===== config.mk =====
export PLATFORM = sky130hd
export DESIGN_NAME = mem_arbiter_flat
export DESIGN_NICKNAME = d
export VERILOG_FILES = /design/src/rtl/mem_arbiter_if.sv /design/src/rtl/mem_arbiter.sv /design/src/flat_wrapper.sv
export SDC_FILE = /design/constraint.sdc
export NUM_CORES = 1
export LEC_CHECK = 0
export BUFFER_PORTS_ARGS = -buffer_cell sky130_fd_sc_hd__buf_2
export CORE_MARGIN = 3
export CORE_UTILIZATION = 41
export DETAILED_ROUTE_END_ITERATION = 8
export PLACE_DENSITY = 0.72
export SLEW_MARGIN = 20
export SYNTH_ARGS = -nofsm -noshare
export SYNTH_HDL_FRONTEND = slang
export SYNTH_SLANG_ARGS = --single-unit

===== constraint.sdc =====
create_clock -name clk -period 2.55 [get_ports clk]
set_clock_uncertainty 0.1 [all_clocks]
set_input_delay 0.255 -clock clk [delete_from_list [all_inputs] [get_ports clk]]
set_output_delay 0.255 -clock clk [all_outputs]
set_load 0.005 [all_outputs]

===== src/rtl/mem_arbiter_if.sv =====
// rtl/mem_arbiter_if.sv - fetch port, data port and shared-memory port bundle for mem_arbiter.
interface mem_arbiter_if #(
  parameter int AW = 32
);
  logic          if_req;
  logic [AW-1:0] if_addr;
  logic [AW-1:0] if_rdata;
  logic          if_ready;
  logic          d_req;
  logic          d_we;
  logic [AW-1:0] d_addr;
  logic [AW-1:0] d_wdata;
  logic [AW-1:0] d_rdata;
  logic          d_ready;
  logic          mem_req;
  logic          mem_we;
  logic [AW-1:0] mem_addr;
  logic [AW-1:0] mem_wdata;
  logic [AW-1:0] mem_rdata;
  logic          mem_ack;
  logic          stall_f;
  logic          stall_m;

  modport slave (
    input  if_req, if_addr, d_req, d_we, d_addr, d_wdata, mem_rdata, mem_ack,
    output if_rdata, if_ready, d_rdata, d_ready,
    output mem_req, mem_we, mem_addr, mem_wdata, stall_f, stall_m
  );

  modport master (
    output if_req, if_addr, d_req, d_we, d_addr, d_wdata, mem_rdata, mem_ack,
    input  if_rdata, if_ready, d_rdata, d_ready,
    input  mem_req, mem_we, mem_addr, mem_wdata, stall_f, stall_m
  );
endinterface


===== src/rtl/mem_arbiter.sv =====
// rtl/mem_arbiter.sv - arbitrates fetch and data requests onto one single-port memory,
// data first with a bounded number of consecutive data grants while a fetch waits.
module mem_arbiter #(
  parameter int STARVE_LIMIT = 4,
  parameter int AW           = 32
) (
  input  logic          clk,
  input  logic          reset,
  mem_arbiter_if.slave  bus
);
  localparam int CW = $clog2(STARVE_LIMIT + 1);
  localparam logic [CW-1:0] LIMIT = CW'(STARVE_LIMIT);

  localparam logic [1:0] IDLE   = 2'd0;
  localparam logic [1:0] BUSY_I = 2'd1;
  localparam logic [1:0] BUSY_D = 2'd2;
  localparam logic [1:0] DONE   = 2'd3;

  logic [1:0]    state;
  logic [CW-1:0] starve_cnt;
  logic          mem_req_q;
  logic          mem_we_q;
  logic [AW-1:0] mem_addr_q;
  logic [AW-1:0] mem_wdata_q;
  logic [AW-1:0] if_rdata_q;
  logic [AW-1:0] d_rdata_q;
  logic          if_ready_q;
  logic          d_ready_q;
  logic          grant_d;
  logic          grant_i;

  // Data wins ties until the pending fetch has been passed over STARVE_LIMIT times.
  always_comb begin
    grant_d = bus.d_req && !(bus.if_req && (starve_cnt == LIMIT));
    grant_i = bus.if_req && !grant_d;
  end

  always_ff @(posedge clk or negedge reset) begin
    if (!reset) begin
      state       <= IDLE;
      starve_cnt  <= '0;
      mem_req_q   <= 1'b0;
      mem_we_q    <= 1'b0;
      mem_addr_q  <= '0;
      mem_wdata_q <= '0;
      if_rdata_q  <= '0;
      d_rdata_q   <= '0;
      if_ready_q  <= 1'b0;
      d_ready_q   <= 1'b0;
    end else begin
      case (state)
        IDLE: begin
          if (grant_d) begin
            state       <= BUSY_D;
            mem_req_q   <= 1'b1;
            mem_we_q    <= bus.d_we;
            mem_addr_q  <= bus.d_addr;
            mem_wdata_q <= bus.d_wdata;
            if (!bus.if_req)
              starve_cnt <= '0;
            else if (starve_cnt != LIMIT)
              starve_cnt <= starve_cnt + CW'(1);
          end else if (grant_i) begin
            state       <= BUSY_I;
            mem_req_q   <= 1'b1;
            mem_we_q    <= 1'b0;
            mem_addr_q  <= bus.if_addr;
            mem_wdata_q <= '0;
            starve_cnt  <= '0;
          end
        end
        BUSY_I: begin
          if (bus.mem_ack) begin
            if_rdata_q <= bus.mem_rdata;
            if_ready_q <= 1'b1;
            mem_req_q  <= 1'b0;
            state      <= DONE;
          end
        end
        BUSY_D: begin
          if (bus.mem_ack) begin
            if (!mem_we_q)
              d_rdata_q <= bus.mem_rdata;
            d_ready_q <= 1'b1;
            mem_req_q <= 1'b0;
            state     <= DONE;
          end
        end
        default: begin
          if_ready_q <= 1'b0;
          d_ready_q  <= 1'b0;
          state      <= IDLE;
        end
      endcase
    end
  end

  assign bus.mem_req   = mem_req_q;
  assign bus.mem_we    = mem_we_q;
  assign bus.mem_addr  = mem_addr_q;
  assign bus.mem_wdata = mem_wdata_q;
  assign bus.if_rdata  = if_rdata_q;
  assign bus.d_rdata   = d_rdata_q;
  assign bus.if_ready  = if_ready_q;
  assign bus.d_ready   = d_ready_q;
  assign bus.stall_f   = bus.if_req & ~if_ready_q;
  assign bus.stall_m   = bus.d_req & ~d_ready_q;
endmodule


===== src/flat_wrapper.sv =====
// flat-port wrapper written by rule: the top's interface ports become plain ports
module mem_arbiter_flat 
#(
  parameter int STARVE_LIMIT = 4,
  parameter int AW           = 32
)
  (clk, reset, bus_if_req, bus_if_addr, bus_d_req, bus_d_we, bus_d_addr, bus_d_wdata, bus_mem_rdata, bus_mem_ack, bus_if_rdata, bus_if_ready, bus_d_rdata, bus_d_ready, bus_mem_req, bus_mem_we, bus_mem_addr, bus_mem_wdata, bus_stall_f, bus_stall_m);
  mem_arbiter_if #(.AW(AW)) bus_i ();
  input  logic clk;
  input  logic reset;
  input wire logic [$bits(bus_i.if_req)-1:0] bus_if_req;
  input wire logic [$bits(bus_i.if_addr)-1:0] bus_if_addr;
  input wire logic [$bits(bus_i.d_req)-1:0] bus_d_req;
  input wire logic [$bits(bus_i.d_we)-1:0] bus_d_we;
  input wire logic [$bits(bus_i.d_addr)-1:0] bus_d_addr;
  input wire logic [$bits(bus_i.d_wdata)-1:0] bus_d_wdata;
  input wire logic [$bits(bus_i.mem_rdata)-1:0] bus_mem_rdata;
  input wire logic [$bits(bus_i.mem_ack)-1:0] bus_mem_ack;
  output wire logic [$bits(bus_i.if_rdata)-1:0] bus_if_rdata;
  output wire logic [$bits(bus_i.if_ready)-1:0] bus_if_ready;
  output wire logic [$bits(bus_i.d_rdata)-1:0] bus_d_rdata;
  output wire logic [$bits(bus_i.d_ready)-1:0] bus_d_ready;
  output wire logic [$bits(bus_i.mem_req)-1:0] bus_mem_req;
  output wire logic [$bits(bus_i.mem_we)-1:0] bus_mem_we;
  output wire logic [$bits(bus_i.mem_addr)-1:0] bus_mem_addr;
  output wire logic [$bits(bus_i.mem_wdata)-1:0] bus_mem_wdata;
  output wire logic [$bits(bus_i.stall_f)-1:0] bus_stall_f;
  output wire logic [$bits(bus_i.stall_m)-1:0] bus_stall_m;
  assign bus_i.if_req = bus_if_req;
  assign bus_i.if_addr = bus_if_addr;
  assign bus_i.d_req = bus_d_req;
  assign bus_i.d_we = bus_d_we;
  assign bus_i.d_addr = bus_d_addr;
  assign bus_i.d_wdata = bus_d_wdata;
  assign bus_i.mem_rdata = bus_mem_rdata;
  assign bus_i.mem_ack = bus_mem_ack;
  assign bus_if_rdata = bus_i.if_rdata;
  assign bus_if_ready = bus_i.if_ready;
  assign bus_d_rdata = bus_i.d_rdata;
  assign bus_d_ready = bus_i.d_ready;
  assign bus_mem_req = bus_i.mem_req;
  assign bus_mem_we = bus_i.mem_we;
  assign bus_mem_addr = bus_i.mem_addr;
  assign bus_mem_wdata = bus_i.mem_wdata;
  assign bus_stall_f = bus_i.stall_f;
  assign bus_stall_m = bus_i.stall_m;
  mem_arbiter #(.STARVE_LIMIT(STARVE_LIMIT), .AW(AW)) u_core (.clk(clk), .reset(reset), .bus(bus_i));
endmodule

# [Word level (Yosys, flattened, before mapping)]
# Cells that the tools add are included.
[word_totals] elab_cells=67 reg_bits=137 out_inout_bits=134 in_bits=134
[classes] bitwise=7 n_mux=21 n_eq_ne=9 add_sub_neg=1 n_reduce_logical=19
[ops] operator="32-bit 2-to-1 mux" n=4
[ops] operator="3-bit 2-to-1 mux" n=4
[ops] operator="2-bit AND reduction" n=5
[ops] operator="3-bit AND reduction" n=3
[ops] operator="1-bit 2-to-1 mux" n=6
[ops] operator="2-bit 2-to-1 mux" n=3
[ops] operator="3-bit != test, second input constant" n=2
[ops] operator="1-bit one-hot mux with 2 select lines" n=3
[ops] operator="2-bit OR reduction" n=3
[ops] operator="1-bit NOT" n=5
[ops] operator="2-bit != test, second input constant" n=2
[ops] operator="2-bit one-hot mux with 2 select lines" n=1
[ops] operator="2-bit nonzero test" n=2
[ops] operator="3-bit by 1-bit adder with 3-bit output, second input constant" n=1
[ops] operator="3-bit == test, second input constant" n=1
[ops] operator="1-bit logical AND" n=3
[ops] operator="3-bit by 1-bit != test with 1-bit output, second input constant" n=1
[ops] operator="1-bit AND" n=2
[ops] operator="2-bit by 1-bit == test with 1-bit output, second input constant" n=1
[ops] operator="2-bit == test, second input constant" n=1
[ops] operator="1-bit zero test" n=2
[ops] operator="2-bit zero test" n=1
[ops] operator="2-bit by 1-bit != test with 1-bit output, second input constant" n=1

# [Longest topological paths before layout]
# Gate-level depths: netlist of the first run.
[logic_depth] word_depth=9 ltp_mapped=8 ltp_nobuf=5

# [Least setup slack after synthesis of the first run]
# OpenSTA, ideal clock, no wires.
[synth_path] path_kind="flip-flop to flip-flop" from="register u_core.state[0]" to="register u_core.mem_req_q, in the netlist u_core.bus.mem_req" required_ns=2.325 path_stages_with_launch=7 path_slack_ns=0.767 arrival_time_ns=1.558 synth_period_minus_slack_ns=1.783 setup_time_ns=0.125 n_path_buf=1 cell_sequence="dfrtp_1 > inv_1 > ha_1 > buf_4 > nor3b_1 > or3_4 > mux2_4"
[synth_via] elab_chain_cells=4 word_cells_on_any_way=9 classes_between="eq/ne: 4; mux: 1; reduce/logical: 4"
[synth_lines] item="from (decl)" line="mem_arbiter.sv:19" source="logic [1:0] state;"
[synth_lines] item="from (signal assigned)" line="mem_arbiter.sv:40" source="state <= IDLE;"
[synth_lines] item="from (signal assigned)" line="mem_arbiter.sv:54" source="state <= BUSY_D;"
[synth_lines] item="from (signal assigned)" line="mem_arbiter.sv:64" source="state <= BUSY_I;"
[synth_lines] item="2-bit by 1-bit == test with 1-bit output or 2-bit == test (tied branches)" line="mem_arbiter.sv:51" source="case (state)"
[synth_lines] item="2-bit OR reduction (no source line)"
[synth_lines] item="2-bit by 1-bit != test with 1-bit output (no source line) or 2-bit nonzero test (tied branches)"
[synth_lines] item="3-bit AND reduction (no source line)"
[synth_lines] item="to (signal assigned)" line="mem_arbiter.sv:55" source="mem_req_q <= 1'b1;"
[synth_lines] item="to (signal assigned)" line="mem_arbiter.sv:65" source="mem_req_q <= 1'b1;"
[synth_lines] item="to (signal assigned)" line="mem_arbiter.sv:76" source="mem_req_q <= 1'b0;"
[synth_lines] item="to (decl)" line="mem_arbiter.sv:21" source="logic mem_req_q;"
# Several ways; a longest one is shown, not always the timed one.
# A chain may end at the register's enable or synchronous reset.

# [Worst setup path after layout of the first run]
# Same ends and word-level chain as after synthesis.

==> results of run 1 <==
## routing by layer
| metal | up-vias | GRT usage | wire length (um) |
|---|---|---|---|
| li1 | 2448 | - | - |
| met1 | 2469 | 0.250 | 6740 |
| met2 | 234 | 0.373 | 8500 |
| met3 | 24 | 0.0681 | 1380 |
| met4 | 0 | 0.0746 | 279 |
| met5 | - | 0 | 0 |
## area by class of cell
type / instances / area share
Clock buffer: 19 / 0.0524
Timing Repair Buffer: 345 / 0.250
Inverter: 7 / 0.00311
Clock inverter: 12 / 0.0150
Multi-Input combinational cell: 335 / 0.248
Tap cell: 176 / 0.0261
Sequential cell: 137 / 0.406
## worst min path at each step
stage                      from                  endpoint  slack [ns]  cells after the start
4_1_cts         bus_d_wdata[14]  u_core.bus.mem_wdata[14]       0.002                      3
2_1_floorplan             reset     u_core.bus.d_rdata[0]       -0.14                      0
6_report        bus_if_addr[15]   u_core.bus.mem_addr[15]        0.02                      3
5_1_grt        bus_mem_rdata[2]    u_core.bus.if_rdata[2]       0.008                      2
3_5_place_dp              reset    u_core.bus.d_rdata[17]        0.20                      1
3_3_place_gp              reset    u_core.bus.d_rdata[17]        0.20                      1
## critical path, stage by stage, from the launching register on
cell and delay [ns]:
dfrtp_1 0.39, inv_1 0.08, ha_1 0.33, nor3b_1 0.20, or3_4 0.38, mux2_4 0.30
## kinds of logic after synthesis
family / count (synthesis) / share of synthesized area
AO/OA/AOI/OAI: 110 / 0.106
buffers and inverters: 46 / 0.0371
flip-flops: 137 / 0.599
adder cells (fa/ha/maj): 6 / 0.0131
AND/OR/NAND/NOR: 154 / 0.117
multiplexers: 65 / 0.128
## stage by stage
stage / instances / instance area [um2]
after detailed placement: 937 / 7250
after global placement: 937 / 7250
final: 1031 / 8450
after global routing: 1031 / 8450
after CTS: 1031 / 8450
after floorplan: 518 / 5730
## repair_timing
item	4_1_cts	5_1_grt
hold buffers	63	0
buffers inserted	0	0
hold endpoints to repair	152	0
## state kept, by name, indices dropped and copies added, names as in the netlist
signal,count
u_core.bus.d_rdata,32
u_core.bus.d_ready,1
u_core.bus.if_rdata,32
u_core.bus.if_ready,1
u_core.bus.mem_addr,32
u_core.bus.mem_req,1
u_core.bus.mem_wdata,32
u_core.bus.mem_we,1
u_core.starve_cnt,3
u_core.state,2
## where the power goes
| group | switching (mW) | total [mW] | internal [mW] |
|---|---|---|---|
| Combinational | 1.82 | 3.70 | 1.88 |
| Sequential | 0.610 | 3.87 | 3.26 |
| Clock | 0.888 | 2.34 | 1.46 |
| Total | 3.32 | 9.91 | 6.60 |
## cell usage in the layout, fill, tap and decap left out, types with 2 or more instances in the layout
cell type	Yosys	layout
nor3b_1	2	2
clkinvlp_4	0	2
ha_1	6	6
mux2_2	64	64
buf_2	18	266
dfrtp_1	137	137
nand3_1	32	32
buf_4	2	13
inv_1	7	7
dlygate4sd3_1	0	63
nand2_1	69	69
clkbuf_16	0	17
and3_1	2	2
clkinv_4	0	2
a31oi_1	33	33
o21ai_0	66	66
nor2_1	38	38
a21oi_1	2	2
nor2b_1	2	2
clkinv_2	0	5
buf_12	0	2
o21ai_1	4	4
bufinv_16	0	2
nand2b_1	3	3
==> results.txt, run 1 <==
The run finished with clean final reports. The final-layout worst hold slack is 0.0215 ns. The critical path capture point type is a flip-flop. By area the synthesized netlist is led by dfrtp_1 60%, mux2_2 13%, o21ai_0 5.8%. The largest total area in the synthesized netlist belongs to dfrtp_1. At the pin with the least slew margin, the transition time is 0.643 ns. The total power density per cell area came out at roughly 1200 mW/mm2. The die span in y is 124 um. The final count of negative-setup-slack endpoints is 0. The initial standard-cell utilization of the core is 0.426. The number of search-and-repair iterations in the first detailed-routing pass is 4. During synthesis, Yosys emitted a total of 0 warnings. The area of the core came out at 0.0135 mm2. The launch point of the worst reg-to-reg path is u_core.state[0]. The initial DRC count came out at 243. The critical path ends at u_core.bus.mem_req.

The setup slack after layout came out at roughly 0.65 ns. By instance count, the leading cell after synthesis is dfrtp_1. The number of hold-slack violations in the final timing report came out at 0.

The first global-routing pass estimated 25500 um of wire. The relative slew slack is 0.571. The multi-input combinational cell area is 0.00209 mm2. The number of instances in the synthesized netlist is between 500 and 600. The initial antenna violation count is 0. The largest net degree at the start of global routing is between 70 and 80. The number of enable flip-flop cells after synthesis is 0.

The post-route minimum period is 1.90 ns. The later pin in the worst-skew pair is clocked with a latency of 0.40 ns. The async set-reset flop share out of synthesis came out at 1.00. The final total power came out at around 9.9 mW. The floorplan die area is 0.0154 mm2. The number of buffers added by the clock tree synthesis step came out at 17.

The share of layout cells above drive strength 1 is 0.446. The share of synthesized area in the top cell type comes to 0.599. In the global route stage, overall resource usage came out at 0.215. The average routed wire per standard cell came out at 16.4 um. The largest fanout on the critical path came out at 10. The quantity of gates resized following cts is 0. The arrival time at the worst endpoint is about 2.1 ns. The critical path required time came out at 2.73 ns. The capture instance of the worst register-to-register path is u_core.bus.mem_req. The floorplan has 42 rows. The synthesized netlist net count came out at approximately 660.

The cell leakage power is 4.12 nW. The clock sink count is 137. The number of inserted diodes is 0. The average via count per standard cell came out at roughly 5.0. The number of different library cells in the post-synthesis netlist is 32.

Summed over all nets, the half-perimeter wirelength after detailed placement is between 10000 and 15000 um. The routability congestion estimate from global placement came out at 0.827. The number of nets in the final layout is 983. The setup check on the worst reg-to-reg path leaves a slack of 0.65 ns. The worst setup path is launched from a flip-flop. The number of buffers inserted by port buffering came out at 267. The vias after detailed routing came out at 5175. The CTS tree is built. The final design utilization came out at 0.628.

Timing analysis after detailed placement gives a worst setup slack of 0.643 ns. Setup repair after global routing left no endpoint under its margin. The maximum frequency from static timing analysis came out at 526 MHz. The path type of the worst setup path is reg2reg. The total area of sequential cells came out at 0.00343 mm2. The H-tree was split into 4 levels. The buffer levels on the longest clock path is 2.

The path class of the tightest hold or removal check is in2reg. During I/O placement, the number of pins put on the boundary was 268. The commonest cells after synthesis are 137 x dfrtp_1, 69 x nand2_1, 66 x o21ai_0. After filler insertion, the fill cell instance count of the layout stands at 1054.

In the finished design, the share of the clock period the worst path needs comes to 0.746. The number of cells on the worst reg-to-reg path is 5. CTS placed an instance of clkbuf_16 at the clock tree root. The worst-case IR drop observed on VDD is 0.000477 V. The max-slew violation total from the final report came to 0. The number of remaining DRC errors is 0. The mean post-synth cell area is 11.1 um2. The tool flagged a number of max-cap violations equal to 0.

The aggregate routed wire length is roughly 17000 um. Relative to the synthesized area, the layout overhead comes to 47.5%. The total overflow left after global routing is 0. The main flop type after synthesis is dfrtp_1.

The number of global-route vias before repair came out at between 5000 and 6000. The post-route antenna net violation count is 0. The launch point of the critical path is u_core.state[0]. Synthesis inferred 137 register bits. The share of the yosys chip area belonging to registers came out at 0.599. Adding up every negative setup slack in the final design gives 0 ns.

Summing every instance area after synthesis gives between 0.005 and 0.006 mm2. The die boundary width is 124 um. The clock edge transition at the registers on the reported setup and hold paths is 0.06 ns.
No activity file was read; power rests on OpenSTA's default activity.
==> run 2, diff against run 1 <==
--- a/config.mk
+++ b/config.mk
@@ -9,7 +9,7 @@
 export CORE_MARGIN = 3
 export CORE_UTILIZATION = 41
 export DETAILED_ROUTE_END_ITERATION = 8
-export PLACE_DENSITY = 0.72
+export PLACE_DENSITY = 0.75
 export SLEW_MARGIN = 20
 export SYNTH_ARGS = -nofsm -noshare
 export SYNTH_HDL_FRONTEND = slang
==> constraint.sdc (replaced) <==
create_clock -name clk -period 1.68 [get_ports clk]
set_clock_uncertainty 0.1 [all_clocks]
set_input_delay 0.168 -clock clk [delete_from_list [all_inputs] [get_ports clk]]
set_output_delay 0.168 -clock clk [all_outputs]
set_load 0.005 [all_outputs]
==> results.txt, run 2 (same netlist as run 1, synthesis figures left out) <==
The cell leakage power is 4.65 nW (was 4.12 nW). The die span in y is 124 um (unchanged). The number of max-capacitance violations reported is 0 (unchanged). The checks that failed: negative setup slack. The post-route minimum period was 1.74 ns (was 1.90 ns).

The number of cell rows came out at 42 (unchanged). The critical path's most frequent cell is buf_6. The critical path startpoint category was a flip-flop (unchanged). The initial DRC count is 426 (was 243). The floorplan die area is 0.0154 mm2 (unchanged).

The cell area after placement came out at 0.00741 mm2 (was 0.00725 mm2). The launch point of the worst reg-to-reg path is u_core.state[0] (unchanged). The synthesis-to-finish area growth is 67.2% (was 47.5%).

The number of buffers inserted by port buffering came out at 267 (unchanged). The area of the core is 0.0135 mm2 (unchanged). The post-route antenna net violation count was 0 (unchanged). The gate family responsible for the most delay along the worst path is buffers and inverters (was simple AND/OR/NAND/NOR gates). The final HPWL from detailed placement is 11600 um (about the same). The largest net degree at the start of global routing is 47 (was 71). The number of cells on the worst reg-to-reg path is 8 (was 5).

The wire length of the first global-routing pass came out at 31300 um (was 25500 um). The critical path capture point type is a flip-flop (unchanged). The number of global-route vias before repair came out at 5927 (was 5216). The number of nets in the final layout came out at 1066 (was 983). The number of buffers added by the clock tree synthesis step came out at 17 (unchanged). The average via count per standard cell came out at 5.25 (was 5.02).

The initial antenna violation count came out at 0 (unchanged). The path type of the worst setup path is reg2reg (unchanged). The routability congestion estimate from global placement came to 0.802 (was 0.827).

The average routed wire per standard cell is 18.8 um (was 16.4 um). The arrival time at the worst endpoint is 1.94 ns (was 2.09 ns). The internal reg-to-reg setup slack is -0.06 ns (was 0.65 ns). The vias after detailed routing is 5842 (was 5175).

Critical path cell sequence: inv_2 -> buf_6 -> ha_4 -> nand3b_1 -> buf_6 -> buf_12 -> buf_16 -> mux2_4 (was inv_1 -> ha_1 -> nor3b_1 -> or3_4 -> mux2_4). The largest fanout on the critical path is 8 (was 10). The maximum frequency from static timing analysis is 573 MHz (was 526 MHz). The final total power is 16.4 mW (was 9.91 mW).

Result of the run: finished with violations (was finished clean). The most common cell after layout, fill and taps aside is buf_2 (unchanged). The total buffers and inverters traversed by the critical path is 5 (was 1). The capture instance of the worst register-to-register path was u_core.bus.d_rdata[20] (was u_core.bus.mem_req). The aggregate routed wire length is 20900 um (was 16900 um).

The critical path required time was 1.88 ns (was 2.73 ns). The number of search-and-repair iterations in the first detailed-routing pass is 5 (was 4). The initial standard-cell utilization of the core is 0.426 (unchanged). The number of inserted diodes was 0 (unchanged). The worst-margin pin slew came out at 0.374 ns (was 0.643 ns). The global-route congestion overflow total came out at 0 (unchanged). The cell at the root of the clock tree is clkbuf_16 (unchanged). The clock insertion delay at the later pin of the skew report is 0.41 ns (was 0.40 ns). The class of the worst hold path is in2reg (unchanged). The CTS H-tree depth is 4 (unchanged).

The total power density per cell area is 1710 mW/mm2 (was 1170 mW/mm2). The final-layout worst hold slack came out at 0.0774 ns (was 0.0215 ns). The global router's overall resource usage was 0.265 (was 0.215). The I/O pin total is 268 (unchanged). RSZ-0062 raised after global routing: yes (was no).

The CTS tree is built (unchanged). The post-route fraction of the period consumed by the critical path is 1.04 (was 0.746). The number of remaining DRC errors is 0 (unchanged). The clock sink count came to 137 (unchanged). The number of hold-slack violations in the final timing report came out at 0 (unchanged). The relative slew slack was 0.750 (was 0.571). The slowest library cell on the worst path is dfrtp_1 (unchanged). The die boundary width was 124 um (unchanged). The endpoint of the worst setup timing path is u_core.bus.d_rdata[20] (was u_core.bus.mem_req). The worst supply voltage drop on vdd is 0.000817 V (was 0.000477 V).

Highest-count cells in the layout ignoring fill and taps: 266 x buf_2, 137 x dfrtp_1, 131 x dlygate4sd3_1 (was 266 x buf_2, 137 x dfrtp_1, 69 x nand2_1). The delay of the slowest critical-path stage is 0.39 ns (about the same). The buffer levels on the longest clock path was 2 (unchanged). The launch point of the critical path is u_core.state[0] (unchanged). The final design utilization is 0.712 (was 0.628). The setup slack after layout is -0.0637 ns (was 0.647 ns).

The max-slew violation total from the final report came to 0 (unchanged). The setup slack after placement was -0.0365 ns (was 0.643 ns). The number of fill cells in the layout came to 886 (was 1054).

The share of layout cells above drive strength 1 came out at 0.432 (was 0.446). The critical path depth came out at 8 (was 5). The clock edge transition at the registers on the reported setup and hold paths is 0.06 ns (about the same).

The final count of negative-setup-slack endpoints is 23 (was 0). The post-route cell area was 0.00958 mm2 (was 0.00845 mm2).
==> run 2: cell types whose count changed in the layout (fill, tap and decap cells not counted), sizes merged <==
cell | previous run | this run
clkinv | 7 | 2
dlygate4sd3 | 63 | 131
clkbuf | 19 | 23
buf | 282 | 296
bufinv | 2 | 1
inv | 8 | 10
==> run 2: how the worst min path moves through the flow <==
| stage | endpoint | slack, ns | start | cells after the start |
|---|---|---|---|---|
| after CTS | u_core.starve_cnt[1] | 0.05 | bus_d_req | 3 |
| final | u_core.starve_cnt[1] | 0.08 | bus_d_req | 3 |
| after detailed placement | u_core.bus.if_rdata[9] | -0.001 | reset | 1 |
| after global placement | u_core.bus.d_rdata[4] | -0.001 | reset | 1 |
| after global routing | u_core.starve_cnt[1] | 0.1 | bus_d_req | 3 |
| after floorplan | u_core.bus.d_rdata[0] | -0.23 | reset | 0 |
==> run 2: per-layer routing <==
metal | global-route usage | vias to the layer above | routed length (um)
met5 | 0 | - | 0
met4 | 0.147 | 0 | 857
met3 | 0.0736 | 71 | 2040
met2 | 0.438 | 352 | 10100
met1 | 0.312 | 2799 | 7950
li1 | - | 2620 | -
==> run 2: repair_timing <==
action,in CTS,in global routing
setup endpoints to repair,3,82
pin swaps,2,2
hold buffers,131,0
hold endpoints to repair,267,0
gates cloned,3,1
setup buffers,4,0
resized for setup,21,19
==> run 2: worst min-delay path, cell delays in order <==
cell	delay, ns
buf_2	0.18
nand4_1	0.12
o22ai_1	0.08
==> run 2: area by class of cell <==
class                           instances  area, um2  share of cell area
Clock inverter                          8       85.1             0.00889
Timing Repair Buffer                  428       3110               0.325
Multi-Input combinational cell        335       2210               0.231
Clock buffer                           22        494              0.0516
Tap cell                              176        220              0.0230
Sequential cell                       137       3430               0.358
Inverter                                7       26.3             0.00274
==> run 2: through the flow <==
stage	std cells	TNS, ns
2_1_floorplan	518	-0.0539
3_3_place_gp	945	-0.00371
3_5_place_dp	945	-0.0413
4_1_cts	1113	-0.380
5_1_grt	1113	-3.73
6_report	1113	-0.653
==> run 2: where the power goes <==
group | internal, mW | switching (mW) | total (mW)
combinational | 3.64 | 3.18 | 6.82
clock | 2.23 | 1.41 | 3.64
sequential | 4.95 | 0.982 | 5.93
total | 10.8 | 5.57 | 16.4
==> run 3, diff against run 2 <==
--- a/config.mk
+++ b/config.mk
@@ -10,6 +10,7 @@
 export CORE_UTILIZATION = 41
 export DETAILED_ROUTE_END_ITERATION = 8
 export PLACE_DENSITY = 0.75
+export SETUP_SLACK_MARGIN = 0.05
 export SLEW_MARGIN = 20
 export SYNTH_ARGS = -nofsm -noshare
 export SYNTH_HDL_FRONTEND = slang
==> results.txt, run 3 (same netlist as run 1, synthesis figures left out) <==
The CTS tree is built (unchanged). The clock insertion delay at the later pin of the skew report is 0.41 ns (about the same). The area of the core came out at 0.0135 mm2 (unchanged). The die boundary width is 124 um (unchanged). The final total power was 16.6 mW (was 16.4 mW). The maximum frequency from static timing analysis is 585 MHz (was 573 MHz). The number of global-route vias before repair came out at 5966 (was 5927). The worst supply voltage drop on vdd is 0.000815 V (was 0.000817 V). The floorplan die area came out at 0.0154 mm2 (unchanged). The I/O pin total is 268 (unchanged). The critical path capture point type is a flip-flop (unchanged).

The number of search-and-repair iterations in the first detailed-routing pass came to 5 (unchanged). The clock edge transition at the registers on the reported setup and hold paths came out at 0.06 ns (about the same). The initial DRC count was 507 (was 426).

The post-route setup TNS is -0.470 ns (was -0.653 ns). The arrival time at the worst endpoint is 1.90 ns (was 1.94 ns). The post-route minimum period came out at 1.71 ns (was 1.74 ns). The wire length of the first global-routing pass is 30100 um (was 31300 um). The clock sink count is 137 (unchanged). The most common cell after layout, fill and taps aside is buf_2 (unchanged). RSZ-0062 raised after global routing: yes (unchanged). The relative slew slack came to 0.730 (was 0.750). The critical path startpoint category is a flip-flop (unchanged).

The post-route antenna net violation count was 0 (unchanged). The average routed wire per standard cell is 18.5 um (was 18.8 um). The largest net degree at the start of global routing is 43 (was 47). The path type of the worst setup path was reg2reg (unchanged). The number of fill cells in the layout is 921 (was 886).

The share of layout cells above drive strength 1 is 0.436 (was 0.432). The die span in y came to 124 um (unchanged). The final HPWL from detailed placement was 11100 um (was 11600 um). The CTS H-tree depth was 4 (unchanged).

The post-route fraction of the period consumed by the critical path is 1.02 (was 1.04). Failing checks: negative setup slack (unchanged). The initial antenna violation count is 1 (was 0). The total power density per cell area came out at 1730 mW/mm2 (was 1710 mW/mm2).

The number of max-capacitance violations reported came out at 0 (unchanged). The buffer levels on the longest clock path is 2 (unchanged). The endpoint of the worst setup timing path is u_core.bus.d_rdata[20] (unchanged). The number of nets in the final layout is 1066 (unchanged). The final design utilization came out at 0.715 (was 0.712).

The routability congestion estimate from global placement is 0.757 (was 0.802). The launch point of the worst reg-to-reg path is u_core.state[1] (was u_core.state[0]). The number of hold-slack violations in the final timing report is 0 (unchanged). The final count of negative-setup-slack endpoints came out at 23 (unchanged). The initial standard-cell utilization of the core is 0.426 (unchanged). The aggregate routed wire length is 20600 um (was 20900 um). The cell leakage power came to 4.67 nW (was 4.65 nW). The capture instance of the worst register-to-register path was u_core.bus.d_rdata[20] (unchanged). The number of cells on the worst reg-to-reg path is 6 (was 8). The internal reg-to-reg setup slack is -0.03 ns (was -0.06 ns). The average via count per standard cell was 5.28 (was 5.25). The global router's overall resource usage is 0.253 (was 0.265).

The setup slack after layout is -0.0301 ns (was -0.0637 ns). The number of buffers inserted by port buffering is 267 (unchanged). The number of cell rows came out at 42 (unchanged).

The setup slack after placement is -0.0239 ns (was -0.0365 ns). Highest-count cells in the layout ignoring fill and taps: 266 x buf_2, 137 x dfrtp_1, 130 x dlygate4sd3_1 (was 266 x buf_2, 137 x dfrtp_1, 131 x dlygate4sd3_1). The cell at the root of the clock tree was clkbuf_16 (unchanged).

The class of the worst hold path is in2reg (unchanged). The synthesis-to-finish area growth was 68.0% (was 67.2%). The max-slew violation total from the final report came to 0 (unchanged). Result of the run: finished with violations (unchanged). The critical path required time came out at 1.87 ns (was 1.88 ns). The start point of the worst hold path is bus_mem_ack (was bus_d_req). The worst-margin pin slew came to 0.405 ns (was 0.374 ns). The global-route congestion overflow total came to 0 (unchanged). The launch point of the critical path is u_core.state[1] (was u_core.state[0]). The vias after detailed routing is 5874 (was 5842). The number of remaining DRC errors came out at 0 (unchanged). The number of inserted diodes came out at 0 (unchanged).

The largest fanout on the critical path came out at 8 (unchanged). The number of buffers added by the clock tree synthesis step is 17 (unchanged).
run 3: worst min path at each step:
| stage | slack, ns | end | cells past startpoint |
|---|---|---|---|
| after global placement | 0.01 | u_core.bus.if_rdata[10] | 1 |
| after global routing | 0.01 | u_core.bus.if_ready | 3 |
| final | 0.03 | u_core.bus.if_ready | 3 |
| after floorplan | -0.23 | u_core.bus.d_rdata[0] | 0 |
| after CTS | 0.01 | u_core.bus.if_ready | 3 |
| after detailed placement | 0.02 | u_core.bus.d_rdata[10] | 1 |
run 3: worst max-delay path, cell delays in order (launching register included):
cell and delay [ns]:
dfrtp_1 0.40, buf_6 0.14, ha_4 0.16, nand3b_1 0.16
buf_6 0.16, buf_8 0.15, mux2_2 0.33
run 3: repair_timing:
| action | 4_1_cts | 5_1_grt |
|---|---|---|
| hold buffers | 130 | 0 |
| setup buffers | 0 | 2 |
| endpoints found under the setup margin | 66 | 84 |
| gates resized for setup | 8 | 36 |
| pin swaps | 1 | 4 |
| gates cloned | 1 | 5 |
| hold endpoints to repair | 245 | 0 |
run 3: where the power goes:
group | internal (mW) | total (mW) | switching (mW) | leakage (nW)
Clock | 2.50 | 3.92 | 1.42 | 0.294
Sequential | 4.95 | 5.90 | 0.948 | 1.65
Combinational | 3.65 | 6.79 | 3.14 | 2.73
Total | 11.1 | 16.6 | 5.50 | 4.67
run 3: layout make-up:
type,count,area (um2),share of cell area
clock buffer,18,439,0.0456
timing repair buffer,428,3130,0.325
sequential,137,3430,0.356
multi-input combinational,335,2210,0.230
tap,176,220,0.0229
clock inverter,12,175,0.0182
inverter,7,26.3,0.00273
run 3: through the flow:
stage | instance area (um2) | std cells | hold slack, ns
global route | 9630 | 1113 | 0.0124
floorplan | 5740 | 518 | -0.228
global placement | 7420 | 945 | 0.0115
finish | 9630 | 1113 | 0.0258
CTS | 9380 | 1106 | 0.0142
detailed placement | 7420 | 945 | 0.0153
run 3: routing by layer:
metal	vias to the layer above	wire [um]	part of all wire	track usage
met5	-	7	0.00034	0
met4	2	824	0.040	0.125
met3	76	2020	0.098	0.0863
met2	400	9900	0.48	0.416
met1	2788	7820	0.38	0.295
li1	2608	-	-	-
